### config.mk
export PLATFORM = sky130hd
export DESIGN_NAME = regfile_acc
export DESIGN_NICKNAME = d
export VERILOG_FILES = /design/src/rtl/regfile_acc.sv
export SDC_FILE = /design/constraint.sdc
export NUM_CORES = 1
export LEC_CHECK = 0
export CORE_MARGIN = 1
export CORE_UTILIZATION = 45
export CTS_BUF_LIST = sky130_fd_sc_hd__clkbuf_16
export DETAILED_ROUTE_END_ITERATION = 16
export PLACE_DENSITY = 0.78
export SLEW_MARGIN = 20
export SYNTH_ARGS = -nofsm -noshare
export SYNTH_HDL_FRONTEND = slang
export SYNTH_SLANG_ARGS = --single-unit
### constraint.sdc
create_clock -name clk -period 1.8 [get_ports clk]
set_clock_uncertainty 0.2 [all_clocks]
set_input_delay 0.27 -clock clk [delete_from_list [all_inputs] [get_ports clk]]
set_output_delay 0.27 -clock clk [all_outputs]
set_load 0.05 [all_outputs]
### src/rtl/regfile_acc.sv
// regfile_acc: operand/writeback stage for the WF8 8-bit datapath.
// Holds the accumulator and x0..x6, muxes the ALU a/b operands and keeps a
// one-deep pending writeback that is forwarded to reads and committed on the
// following edge.
// Optional feature: define WF8_ZFLAG_EN to add the accumulator zero flag
// (port zflag); without it the port and its register do not exist.
module regfile_acc #(
  parameter int BIT_COUNT = 8,
  parameter int REG_COUNT = 7
) (
  input  logic                 clk,
  input  logic                 rst,
  input  logic                 op_valid,
  output logic                 op_ready,
  input  logic                 hold,
  input  logic                 a_sel,
  input  logic [BIT_COUNT-1:0] pc_in,
  input  logic [2:0]           b_sel,
  input  logic [3:0]           imm_in,
  output logic [BIT_COUNT-1:0] a_out,
  output logic [BIT_COUNT-1:0] b_out,
  input  logic [BIT_COUNT-1:0] alu_c,
  input  logic                 wb_en,
  input  logic [2:0]           wb_dest,
  output logic [BIT_COUNT-1:0] acc_out
`ifdef WF8_ZFLAG_EN
  ,
  output logic                 zflag
`endif
);

  // Architectural state
  logic [BIT_COUNT-1:0] r_acc;
  logic [BIT_COUNT-1:0] r_xreg [REG_COUNT];

  // One-deep writeback register
  logic                 r_pend_valid;
  logic [2:0]           r_pend_dest;
  logic [BIT_COUNT-1:0] r_pend_data;

  logic                 w_fire;
  logic                 w_capture;
  logic                 w_acc_commit;
  logic [REG_COUNT-1:0] w_x_commit;
  logic                 w_fwd_a;
  logic                 w_fwd_b;
  logic [BIT_COUNT-1:0] w_b_reg;

  // Reset gates readiness so an operation presented during reset is dropped.
  assign op_ready  = ~hold & ~rst;
  assign w_fire    = op_valid & op_ready;
  assign w_capture = w_fire & wb_en;

  // Destination index 7 is the accumulator; 0..6 select xN.
  assign w_acc_commit = r_pend_valid && (r_pend_dest == 3'd7);

  // Per-register commit strobes decoded from the pending destination.
  generate
    for (genvar gi = 0; gi < REG_COUNT; gi++) begin : g_commit_en
      assign w_x_commit[gi] = r_pend_valid && (r_pend_dest == 3'(gi));
    end
  endgenerate

  // Array read for the b operand (index 7 is never a register here).
  always_comb begin
    w_b_reg = '0;
    for (int i = 0; i < REG_COUNT; i++) begin
      if (b_sel == 3'(i)) begin
        w_b_reg = r_xreg[i];
      end
    end
  end

  // Operand muxes with forwarding from the pending writeback.
  always_comb begin
    w_fwd_a = r_pend_valid && (r_pend_dest == 3'd7) && !a_sel;
    w_fwd_b = r_pend_valid && (r_pend_dest == b_sel) && (b_sel != 3'd7);
    if (a_sel) begin
      a_out = pc_in;
    end else if (w_fwd_a) begin
      a_out = r_pend_data;
    end else begin
      a_out = r_acc;
    end
    if (b_sel == 3'd7) begin
      b_out = {{(BIT_COUNT-4){1'b0}}, imm_in};
    end else if (w_fwd_b) begin
      b_out = r_pend_data;
    end else begin
      b_out = w_b_reg;
    end
  end

  // Capture the ALU result on a writing fire; otherwise the slot empties.
  always_ff @(posedge clk) begin
    if (rst) begin
      r_pend_valid <= 1'b0;
      r_pend_dest  <= 3'd0;
      r_pend_data  <= '0;
    end else begin
      r_pend_valid <= w_capture;
      if (w_capture) begin
        r_pend_dest <= wb_dest;
        r_pend_data <= alu_c;
      end
    end
  end

  // Commit the pending value into the accumulator (independent of hold).
  always_ff @(posedge clk) begin
    if (rst) begin
      r_acc <= '0;
    end else if (w_acc_commit) begin
      r_acc <= r_pend_data;
    end
  end

  // Commit the pending value into the general register it targets.
  always_ff @(posedge clk) begin
    if (rst) begin
      for (int i = 0; i < REG_COUNT; i++) begin
        r_xreg[i] <= '0;
      end
    end else begin
      for (int i = 0; i < REG_COUNT; i++) begin
        if (w_x_commit[i]) begin
          r_xreg[i] <= r_pend_data;
        end
      end
    end
  end

  assign acc_out = r_acc;

`ifdef WF8_ZFLAG_EN
  logic r_zflag;

  // Zero flag tracks only accumulator commits.
  always_ff @(posedge clk) begin
    if (rst) begin
      r_zflag <= 1'b0;
    end else if (w_acc_commit) begin
      r_zflag <= (r_pend_data == '0);
    end
  end

  assign zflag = r_zflag;
`endif

endmodule

# == Word level (Yosys, flattened, before mapping) ==
# Memory sizes are Yosys's and may differ from the RTL's.
# Cells that the tools add are included.
# classes
eq_ne,16
n_mux,41
n_bitwise,12
n_reduce_logical,14
# op_table
op,count
2-to-1 mux 8 bit,18
equality test 3 bit (second input constant),8
2-to-1 mux 1 bit,23
equality test 3 x 2 -> 1 bit (second input constant),4
logical AND 1 bit,11
bitwise OR 1 bit,7
equality test 3 x 1 -> 1 bit (second input constant),2
logical NOT 3 bit,2
bitwise AND 1 bit,3
equality test 3 bit,1
inequality test 3 bit (second input constant),1
inverter 1 bit,2
logical NOT 1 bit,1
# word_totals
reg_bits,20
ramBits,56
inputBits,32
output_inout_bits,25
elab_cells,88
memories,1
# mem_list
memory,depth,width,read_ports,rd_ports_with_merged_regs,write_ports,line,rtl
r_xreg,7,8,7,0,7,34,logic [BIT_COUNT-1:0] r_xreg [REG_COUNT];

# == Depth between registers and ports, before layout ==
# logic_depth
depth_word,10
depth_mapped,7
depth_no_buf,5

# == Least setup slack after synthesis ==
# No wires, ideal clock.
# synth_timing
path_type,input port to output port
start,input port b_sel[0]
end,output port b_out[4]
arrival_ns,2.221
required_ns,1.330
path_slack_ns,-0.891
cell_stages,7
path_buffers,2
path_cell_list,buf_4 -> buf_2 -> nor2b_1 -> nand2_1 -> o211ai_1 -> o21ai_0 -> o21ai_0
# synth_via
elab_chain_cells,10
elab_cells_between_ends,21
cone_classes,eq/ne (9); mux (9); reduce/logical (3)
# synth_rtl
item,line,rtl
"start, declared",18,"input logic [2:0] b_sel,"
logical NOT 3 bit,68,if (b_sel == 3'(i)) begin
2-to-1 mux 8 bit (7 in series),68,
2-to-1 mux 8 bit,87,end else if (w_fwd_b) begin
2-to-1 mux 8 bit (*),85,if (b_sel == 3'd7) begin
"end, declared",21,"output logic [BIT_COUNT-1:0] b_out,"
# Every way passes the cells marked *; elsewhere a longest branch is shown, timed or not.

# == Worst setup path after layout ==
# layout_timing
start,register r_pend_dest[1]
end,output port b_out[2]
# layout_via
elab_chain_cells,5
# layout_rtl
item,line,rtl
"start, declared",38,logic [2:0] r_pend_dest;
"start signal, assigned",103,r_pend_dest <= wb_dest;
equality test 3 bit,77,w_fwd_b = r_pend_valid && (r_pend_dest == b_sel) && (b_sel != 3'd7);
logical AND 1 bit (2 in series),77,
2-to-1 mux 8 bit,87,
2-to-1 mux 8 bit,85,
# No other way between the ends.

==> results.json <==
{
  "wp_buf_inv": 1,
  "synth_edf_count": 56,
  "fin_cells": 532,
  "area_growth_syn_to_layout_pct": 50.30,
  "multiInputGateArea_um2": 1523,
  "most_used_cells_in_the_layout_excluding_fill_and_tap_cells": "nor2_1, buf_4, edfxtp_1",
  "postCtsHoldBufs": 0,
  "clkSinkCount": 76,
  "die_x_um": 90.72,
  "tightestPinTransition_ns": 0.3621,
  "place_hpwl_um": 6627,
  "async_flop_share_pct": 0,
  "worstSkewPairLatency_ns": 0.33,
  "netlist.area_leader.share_pct": 47.47,
  "layout.cells.most_common": "nor2_1",
  "wl_per_cell_um": 17.57,
  "outcome": "finished with violations",
  "cp_slowest_cell": "or3_4",
  "grt_util_all_layers_pct": 24.59,
  "grt_setup_unrepaired": "true",
  "clock_tree.htree_level_count": 3,
  "initialDrtViolationCount": 190,
  "floorplan.initialDensity_pct": 47.56,
  "antenna_found_initial": 0,
  "vias_per_cell": 5.352,
  "worst_slack_ns": -0.6532,
  "critical_path.endpoint_type": "primary output",
  "synth_cells": 329,
  "remaining_drc_errors": 0,
  "timing.critical_path.cells": "xor2_1, or3_4, a21oi_4, a211oi_2, a221o_2, buf_8",
  "critPathMaxStageDelay_ns": 0.37,
  "ys_top_cells_by_area": "edfxtp_1, dfxtp_1, nor2_1",
  "cp.required_ns": 1.33,
  "worst_ep_arrival_time_ns": 1.98,
  "final_antenna_net_count": 0,
  "chip_height_um": 90.72,
  "num-nets-final": 460,
  "synthesis.nets": 361,
  "clock_tree.buffer_depth": 2,
  "finalSetupViolCount": 16,
  "vias_in_the_first_global_route": 2950,
  "worst_setup_path_start_kind": "flop",
  "syn_area_um2": 3542,
  "cts_buffers": 9,
  "clock_transition_time_at_the_flip_flop_clock_pins_of_the_worst_setup_and_hold_paths_ns": 0.06,
  "largest_area_contributor_in_the_netlist": "edfxtp_1",
  "cp_max_fo": 5,
  "yosysWarnings": 0,
  "highest_clock_rate_mhz": 407.6,
  "core.rowCount": 31,
  "fillerInstances": 511,
  "detailedRoute.firstPassIterationCount": 4,
  "fin_total_pwr_uw": 4299,
  "die-area_um2": 8230,
  "timing.hold.worst.class": "in -> reg",
  "report.final.slew_viol_count": 0,
  "grt_first_pass_wirelength_um": 15300,
  "core_area_um2": 7447,
  "largest_net_degree_at_the_start_of_global_routing": 21,
  "final_layout_size_suffix_gt1_share_pct": 33.26,
  "violated_checks": "setup timing",
  "via_count": 2847,
  "final_hold_viol_count": 0,
  "synthFlopType": "edfxtp_1",
  "synth.avg_cell_area_um2": 10.77,
  "power.static_leakage_uw": 0.002062,
  "placed_cells": 510,
  "io_pins": 57,
  "final.min_clock_period_ns": 2.453,
  "gr-total-overflow": 0,
  "worst_path_dominant_cell_family": "compound AO/OA/AOI/OAI gates",
  "tritoncts": "done",
  "drt-total-wl_um": 9347,
  "area_used_by_sequential_logic_in_the_layout_um2": 2091,
  "number_of_max_cap_violations": 0,
  "synth-seq-area-share_pct": 58.78,
  "ir_worst_vdd_mv": 0.5881,
  "timing.slew.headroom_pct": 75.86,
  "clk_root_buffer_cell": "clkbuf_16",
  "synth.ff_latch_count": 76,
  "synth_unique_cells": 35,
  "placement.io_buffers": 56,
  "antennaDiodeCount": 0,
  "timing.setup.critical_path_class": "reg -> out",
  "power-per-cell-area_nw_per_um2": 807.5,
  "min_period_over_period_pct": 136.3,
  "place.gp.congestion": 0.8244
}
[cell usage after synthesis, drive strengths merged (3+ instances only)]
library cell / count
nor2: 67
edfxtp: 56
mux2i: 24
inv: 22
nand2: 21
dfxtp: 20
o21ai: 20
clkbuf: 18
nand2b: 16
buf: 11
nand3: 6
nor2b: 6
mux4: 5
o211ai: 5
a211oi: 4
nor3: 4
a21oi: 3
a221oi: 3
nand3b: 3
[flip-flops by register name, summed over array words and instances, names as in the netlist]
register      count
acc_out           8
r_pend_data       8
r_pend_dest       3
r_pend_valid      1
r_xreg           56
[worst paths after layout]
path                                     start              to  slack [ns]  cells past startpoint
worst min register to register      acc_out[1]      acc_out[1]        0.39                      2
worst max-delay path            r_pend_dest[1]        b_out[2]       -0.65                      6
worst max register to register    r_pend_valid    r_xreg[4][1]        0.11                      5
worst min-delay path                  alu_c[5]  r_pend_data[5]        0.31                      3
[per-stage QoR]
| step | setup TNS, ns | util, % | setup slack, ns | hold slack [ns] | cell area, µm² |
|---|---|---|---|---|---|
| floorplan | -3.697 | - | -0.3347 | 0.1786 | 3724 |
| CTS | -7.901 | 71.14 | -0.6594 | 0.2975 | 5298 |
| finish | -8.148 | 71.49 | -0.6532 | 0.3054 | 5324 |
| detailed placement | -15.41 | 65.15 | -0.8128 | 0.3185 | 4852 |
| global placement | -10.24 | 65.15 | -0.7676 | 0.3131 | 4852 |
| global route | -9.427 | 71.49 | -0.7295 | 0.3166 | 5324 |
[logic make-up (layout without fill, tap and decap cells)]
family / after synthesis / after routing / synth area share [%]
XOR/XNOR: 2 / 2 / 0.4946
buffers and inverters: 51 / 154 / 6.181
flip-flops: 76 / 76 / 58.78
AO/OA/AOI/OAI: 42 / 43 / 7.913
multiplexers: 30 / 30 / 10.28
AND/OR/NAND/NOR: 128 / 128 / 16.36
[tightest hold or removal path, stage by stage]
cell and delay, ns:
clkdlybuf4s50_1 0.40, nand2_1 0.06, o21ai_0 0.06
[metal layers]
metal,vias to the layer above,share of wire [%],global-route usage (%)
met4,0,1.6,7.392
met5,-,0,0
li1,1337,-,-
met2,122,51,43.31
met1,1371,41,29.44
met3,17,6.5,6.229
[final cells by class]
type | count | area share [%]
multi-input cells | 203 | 28.60
clock buffers | 9 | 4.230
well taps | 99 | 2.327
inverters | 22 | 1.551
clock inverters | 7 | 1.034
repair buffers | 116 | 22.98
flip-flops and latches | 76 | 39.27
[where the power goes]
part / switching [µW] / total [µW] / leakage, µW / internal, µW
logic: 321 / 650 / 0.00118 / 330
registers: 28.5 / 1960 / 0.000743 / 1930
clock network: 743 / 1690 / 0.000135 / 950
[timing repair]
item	CTS	global route
cloned	2	0
gates resized for setup	28	8
setup endpoints to repair	16	33
buffers inserted	4	0
pin swaps	3	4
Note: power is estimated with default switching activity, not from simulation.
